--- config.mk ---
export PLATFORM = sky130hd
export DESIGN_NAME = onehot_encoder_seq
export DESIGN_NICKNAME = d
export VERILOG_FILES = /design/src/rtl/onehot_enc_pkg.sv /design/src/rtl/lsb_index.sv /design/src/rtl/onehot_encoder_seq.sv
export SDC_FILE = /design/constraint.sdc
export NUM_CORES = 1
export LEC_CHECK = 0
export ABC_AREA = 0
export CAP_MARGIN = 10
export CORE_AREA = 2 2 39 41
export DETAILED_ROUTE_END_ITERATION = 16
export DIE_AREA = 0 0 41 43
export HOLD_SLACK_MARGIN = 0.02
export SLEW_MARGIN = 40
export SYNTH_ARGS = -nofsm -noshare
export SYNTH_HDL_FRONTEND = slang
export SYNTH_SLANG_ARGS = --single-unit
--- constraint.sdc ---
create_clock -name clk -period 1.9 [get_ports clk]
set_clock_uncertainty 0.05 [all_clocks]
set_input_delay 0.475 -clock clk [delete_from_list [all_inputs] [get_ports clk]]
set_output_delay 0.475 -clock clk [all_outputs]
set_load 0.05 [all_outputs]
--- src/rtl/onehot_enc_pkg.sv ---
// Shared definitions for the one-hot/multi-hot line vector to binary index encoder.
package onehot_enc_pkg;

  // Default number of input lines.
  localparam int unsigned N_DEF = 4;

  // Default code width, derived from the line count.
  localparam int unsigned W_DEF = $clog2(N_DEF);

  // IDLE: nothing pending. DRAIN: at least one index still to emit.
  typedef enum logic {
    IDLE  = 1'b0,
    DRAIN = 1'b1
  } state_t;

endpackage : onehot_enc_pkg

--- src/rtl/lsb_index.sv ---
// Combinational lowest-set-bit locator with a single-bit-set flag.
module lsb_index #(
  parameter int unsigned N = 4,
  parameter int unsigned W = 2
) (
  input  logic [N-1:0] pend,
  output logic [W-1:0] idx,
  output logic         single
);

  logic found;

  // Scan upward and latch the first set bit; idx is 0 for an empty vector.
  always_comb begin
    idx   = '0;
    found = 1'b0;
    for (int unsigned i = 0; i < N; i++) begin
      if (pend[i] && !found) begin
        idx   = W'(i);
        found = 1'b1;
      end
    end
  end

  // Exactly one bit set: non-zero, and clearing the lowest set bit leaves nothing.
  always_comb begin
    single = (pend != '0) && ((pend & (pend - N'(1))) == '0);
  end

endmodule : lsb_index

--- src/rtl/onehot_encoder_seq.sv ---
// Converts each accepted N-bit line vector into one binary index per set bit,
// lowest index first, using valid/ready handshakes on both sides.
module onehot_encoder_seq
  import onehot_enc_pkg::*;
#(
  parameter  int unsigned N = N_DEF,
  localparam int unsigned W = $clog2(N)
) (
  input  logic         clk,
  input  logic         rst_n,
  input  logic         in_valid,
  output logic         in_ready,
  input  logic [N-1:0] in_vec,
  output logic         out_valid,
  input  logic         out_ready,
  output logic [W-1:0] out_code,
  output logic         out_last,
  output logic         err_zero
);

  state_t         state_q, state_d;
  logic [N-1:0]   pend_q, pend_d;
  logic           err_q, err_d;
  logic [W-1:0]   lsb_idx;
  logic           lsb_single;
  logic           accept;
  logic           consume;

  lsb_index #(
    .N (N),
    .W (W)
  ) u_lsb_index (
    .pend   (pend_q),
    .idx    (lsb_idx),
    .single (lsb_single)
  );

  // Outputs come straight from registered state.
  always_comb begin
    out_valid = (state_q == DRAIN);
    out_code  = lsb_idx;
    out_last  = lsb_single;
    err_zero  = err_q;
  end

  // Handshake qualifiers; the only input-to-output path is out_ready -> in_ready.
  always_comb begin
    in_ready = rst_n && ((state_q == IDLE) || (out_valid && out_ready && lsb_single));
    accept   = in_valid && in_ready;
    consume  = out_valid && out_ready;
  end

  // Next pending set and state: a new word can only arrive once pend is about
  // to empty, so the state simply follows whether anything remains pending.
  always_comb begin
    pend_d = pend_q;
    if (consume) begin
      pend_d = pend_q & (pend_q - N'(1));
    end
    if (accept && (in_vec != '0)) begin
      pend_d = in_vec;
    end
    state_d = (pend_d != '0) ? DRAIN : IDLE;
    err_d   = accept && (in_vec == '0);
  end

  // State, pending vector and zero-word pulse registers with synchronous reset.
  always_ff @(posedge clk) begin
    if (!rst_n) begin
      state_q <= IDLE;
      pend_q  <= '0;
      err_q   <= 1'b0;
    end else begin
      state_q <= state_d;
      pend_q  <= pend_d;
      err_q   <= err_d;
    end
  end

endmodule : onehot_encoder_seq
# Word level (Yosys, flattened, before mapping)
# Cells that the tools add are included.
word_totals:
  regBits: 6
  in_bits: 8
  output_inout_bits: 6
  word_cells: 34
classes:
  n_addsub: 1
  mux: 9
  n_bitwise: 2
  n_reduce_logical: 19
op_table:
  columns: ["op", "count"]
  rows:
  - ["4-bit nonzero test", 3]
  - ["1-bit logical AND", 10]
  - ["4-bit zero test", 2]
  - ["4-bit two-way mux", 2]
  - ["1-bit two-way mux", 5]
  - ["4-bit bitwise AND", 1]
  - ["2-bit two-way mux", 2]
  - ["4-bit by 1-bit subtractor with 4-bit output (second input constant)", 1]
  - ["1-bit zero test", 3]
  - ["1-bit logical OR", 1]
  - ["1-bit inverter", 1]

# Longest topological paths before layout
logic_depth:
  ltp_word: 12
  ltp_mapped: 5
  mapped_depth_nobuf: 4

# Modules after synthesis
# Synthesis repeated with hierarchy kept, for this count alone.
hier_totals:
  hier_cells: 41
  hier_area_um2: 340.3
modules_own_cells:
  columns: ["module", "instances", "cells_per_inst", "area_each_um2", "seq_area_each_um2"]
  rows:
  - ["onehot_encoder_seq", 1, 31, 277.8, 120.1]
  - ["lsb_index", 1, 10, 62.6, 0.0]

# Least setup slack after synthesis
# OpenSTA, ideal clock, no wires.
synth_path:
  kind: "register to output"
  startpoint: "register pend_q[2]"
  endpoint: "output in_ready"
  arrival_time_ps: 2000
  required_ps: 1375
  slack_ps: -625
  stages_incl_launch_ff: 5
  n_path_buf: 1
  cell_sequence: "dfxtp_1 -> buf_6 -> nor4b_2 -> o21ai_2 -> a21boi_0"
synth_between:
  elab_chain_len: 7
  word_cells_on_any_way: 8
  classes_between: "add/sub: 1; bitwise: 1; reduce/logical: 6"
synth_lines:
  columns: ["item", "line", "text"]
  rows:
  - ["start, declared", "onehot_encoder_seq.sv:22", "logic [N-1:0] pend_q, pend_d;"]
  - ["start signal, assigned", "onehot_encoder_seq.sv:75", "pend_q <= pend_d;"]
  - ["4-bit by 1-bit subtractor with 4-bit output", "lsb_index.sv:27", "single = (pend != '0) && ((pend & (pend - N'(1))) == '0);"]
  - ["4-bit bitwise AND", "lsb_index.sv:27", null]
  - ["4-bit zero test", "lsb_index.sv:27", null]
  - ["1-bit logical AND (*)", "lsb_index.sv:27", null]
  - ["1-bit logical AND (*)", "onehot_encoder_seq.sv:48", "in_ready = rst_n && ((state_q == IDLE) || (out_valid && out_ready && lsb_single));"]
  - ["1-bit logical OR (*)", "onehot_encoder_seq.sv:48", null]
  - ["1-bit logical AND (*)", "onehot_encoder_seq.sv:48", null]
  - ["end, declared", "onehot_encoder_seq.sv:12", "output logic in_ready,"]
# Every way passes the cells marked *; elsewhere a longest branch is shown, timed or not.

# Worst setup path in the final report
layout_path:
  startpoint: "input rst_n"
  endpoint: "output in_ready"
layout_between:
  elab_chain_len: 1
layout_lines:
  columns: ["item", "line", "text"]
  rows:
  - ["start, declared", "onehot_encoder_seq.sv:10", "input logic rst_n,"]
  - ["1-bit logical AND", "onehot_encoder_seq.sv:48", null]
# No other way between the ends.

==> impl_metrics.env <==
export IMPL_path_delay_family="buffers and inverters"
export IMPL_die_w_um=41
export IMPL_place_congestion=0.7056
export IMPL_syn_area_um2=410.4
export IMPL_hold_viol_final=0
export IMPL_synth_flop_cell="dfxtp_1"
export IMPL_setup_viol=0
export IMPL_ys_seq_area_share_pct=29.27
export IMPL_floorplan_initialDensity_pct=29.66
export IMPL_power_total_mw=0.6111
export IMPL_die_area_um2=1763
export IMPL_yosys_area_top_type="dfxtp_1"
export IMPL_syn_inst=47
export IMPL_cts_sinks=6
export IMPL_cp_arrival_ns=1.36
export IMPL_crit_fanout=2
export IMPL_reg2reg_from="pend_q[2]"
export IMPL_pre_cts_ws_ns=-0.1783
export IMPL_leakage_nw=0.2923
export IMPL_grt_pass1_wl_um=1676
export IMPL_drt_initial_drc_count=7
export IMPL_row_count=14
export IMPL_postRouteAntennaNets=0
export IMPL_num_vias=427
export IMPL_grt_max_degree=12
export IMPL_ys_ff_latch=6
export IMPL_dp_cells=80
export IMPL_grt_usage_pct=13.70
export IMPL_htree_levels=1
export IMPL_crit_path_end_kind="output port"
export IMPL_drt_wl_total_um=1030
export IMPL_cp_start_kind="primary input"
export IMPL_drive_above_1_share_pct=50.00
export IMPL_seq_area_um2=132.6
export IMPL_setup_slack_ns=0.01180
export IMPL_tritoncts="yes"
export IMPL_die_y_um=43
export IMPL_drv_slew=0
export IMPL_routedWlPerCell_um=11.70
export IMPL_io_pins=14
export IMPL_async_reset_ff_share_pct=0
export IMPL_clkTransAtPathRegs_ns=0.04
export IMPL_insertion_delay_ns=0.23
export IMPL_drv_cap=0
export IMPL_crit_path_max_incr_delay_ns=0.50
export IMPL_place_area_um2=629.4
export IMPL_dp_hpwl_um=729
export IMPL_crit_required_ns=1.37
export IMPL_synthesis_nets=55
export IMPL_yosysWarnings=0
export IMPL_firstDrtPassIters=4
export IMPL_antenna_found_initial=0
export IMPL_synth_edf_count=0
export IMPL_multi_input_area_um2=295.3
export IMPL_critPathBufInv=2
export IMPL_num_antenna_cells=0
export IMPL_rsz0062_at_grt="yes"
export IMPL_vdd_ir_drop_max_mv=0.3027
export IMPL_synth_common_cells="6 x dfxtp_1, 6 x nand2_1"
export IMPL_nets=82
export IMPL_crit_slowest_cell="clkdlybuf4s50_1"
export IMPL_hold_class="register to register"
export IMPL_num_fill_cells=124
export IMPL_cts_buffer_depth=2
export IMPL_fin_crit_sh_pct=99.38
export IMPL_drc=0
export IMPL_design_area_um2=735.7
export IMPL_drt_vias_per_instance=4.852
export IMPL_p_per_area_nw_per_um2=830.7
export IMPL_io_buffers=13
export IMPL_postSynthAreaPerCell_um2=8.732
export IMPL_gr_total_overflow=0
export IMPL_cts_buffers=3
export IMPL_grt_pass1_vias=404
export IMPL_worstMarginPinSlew_ns=0.3020
export IMPL_synth_top_cells_by_area="dfxtp_1 29%, nor4b_2 7.3%, nand2_1 5.5%"
export IMPL_fin_crit_ns=1.888
export IMPL_holdCritStartpoint="pend_q[1]"
export IMPL_synth_top_area_share_pct=29.27
export IMPL_status="finished, final reports clean"
export IMPL_core_area_um2=1384
export IMPL_path_cells="clkdlybuf4s50_1 -> a21boi_2 -> buf_12"
export IMPL_stdcell_count=88
export IMPL_crit_path_start="rst_n"
export IMPL_syn_to_final_growth_pct=79.27
export IMPL_max_freq_mhz=529.6
export IMPL_slew_headroom_pct=79.80
export IMPL_cts_root_buf="clkbuf_4"
export IMPL_crit_type="primary input to output port"
export IMPL_synth_cell_types=27
report_power, final:
part | switching (mW) | internal (mW) | total (mW)
clock network | 0.0402 | 0.0711 | 0.111
logic | 0.167 | 0.167 | 0.334
registers | 0.0251 | 0.141 | 0.166
total | 0.232 | 0.379 | 0.611
flip-flops by register name, indices dropped and copies added (netlist names):
signal and count:
err_zero 1, pend_q 4, out_valid 1
per-layer routing:
metal | track usage (%) | vias up | part of all wire [%]
met1 | 18.83 | 190 | 46
li1 | - | 226 | -
met4 | 6.000 | 0 | 0
met3 | 1.571 | 0 | 3.0
met5 | 0 | - | 0
met2 | 20.63 | 11 | 51
logic make-up (layout without fill, tap and decap cells):
| family | after synthesis | count (layout) | synth area share (%) |
|---|---|---|---|
| compound gates | 16 | 16 | 32.93 |
| xor+xnor | 1 | 1 | 2.135 |
| fa+ha+maj | 1 | 1 | 2.439 |
| buf+inv | 6 | 31 | 8.231 |
| flops | 6 | 6 | 29.27 |
| mux | 1 | 1 | 2.439 |
| simple gates | 16 | 16 | 22.56 |
path summary, 6_finish.rpt:
path,cells past startpoint,slack (ns),end
worst min-delay path,2,0.54,out_valid
worst max-delay path,3,0.01,in_ready
worst min register to register,2,0.54,out_valid
worst max register to register,7,0.09,pend_q[0]
placed cells by master, fill, tap and decap left out, types with 2 or more instances in the layout:
cell,n
buf_12,4
buf_4,14
clkbuf_4,3
clkdlybuf4s50_1,6
dfxtp_1,2
dfxtp_4,3
inv_1,3
nand2_1,6
nand3_1,3
nor2_1,2
nor4b_4,2
o211ai_1,2
o22ai_1,3
cell type report:
class	count	share of cell area, %
Sequential cell	6	18.03
Multi-Input combinational cell	35	40.14
Inverter	3	1.531
Clock buffer	3	3.061
Tap cell	16	2.721
Timing Repair Buffer	25	34.52
worst reg2reg max path: cells and delay by family, from the launching register on:
family,cells,cell delay (ns)
buffers and inverters,3,0.38
multiplexers,1,0.21
AND/OR/NAND/NOR,1,0.30
AO/OA/AOI/OAI,2,0.41
flip-flops,1,0.37
repair_timing:
action | CTS | global route
gates cloned | 0 | 0
hold buffers | 0 | 0
setup buffers | 4 | 1
setup endpoints to repair | 1 | 2
gates resized for setup | 8 | 5
pin swaps | 4 | 5
through the flow:
step	util, %	hold WS [ns]	TNS [ns]
3_3_place_gp	45.48	0.5474	-0.6446
2_1_floorplan	-	0.4759	0
4_1_cts	50.99	0.5342	-0.02269
5_1_grt	53.16	0.5623	-0.07002
3_5_place_dp	45.48	0.5598	-0.6155
6_report	53.16	0.5423	0
No activity file was read; power rests on OpenSTA's default activity.
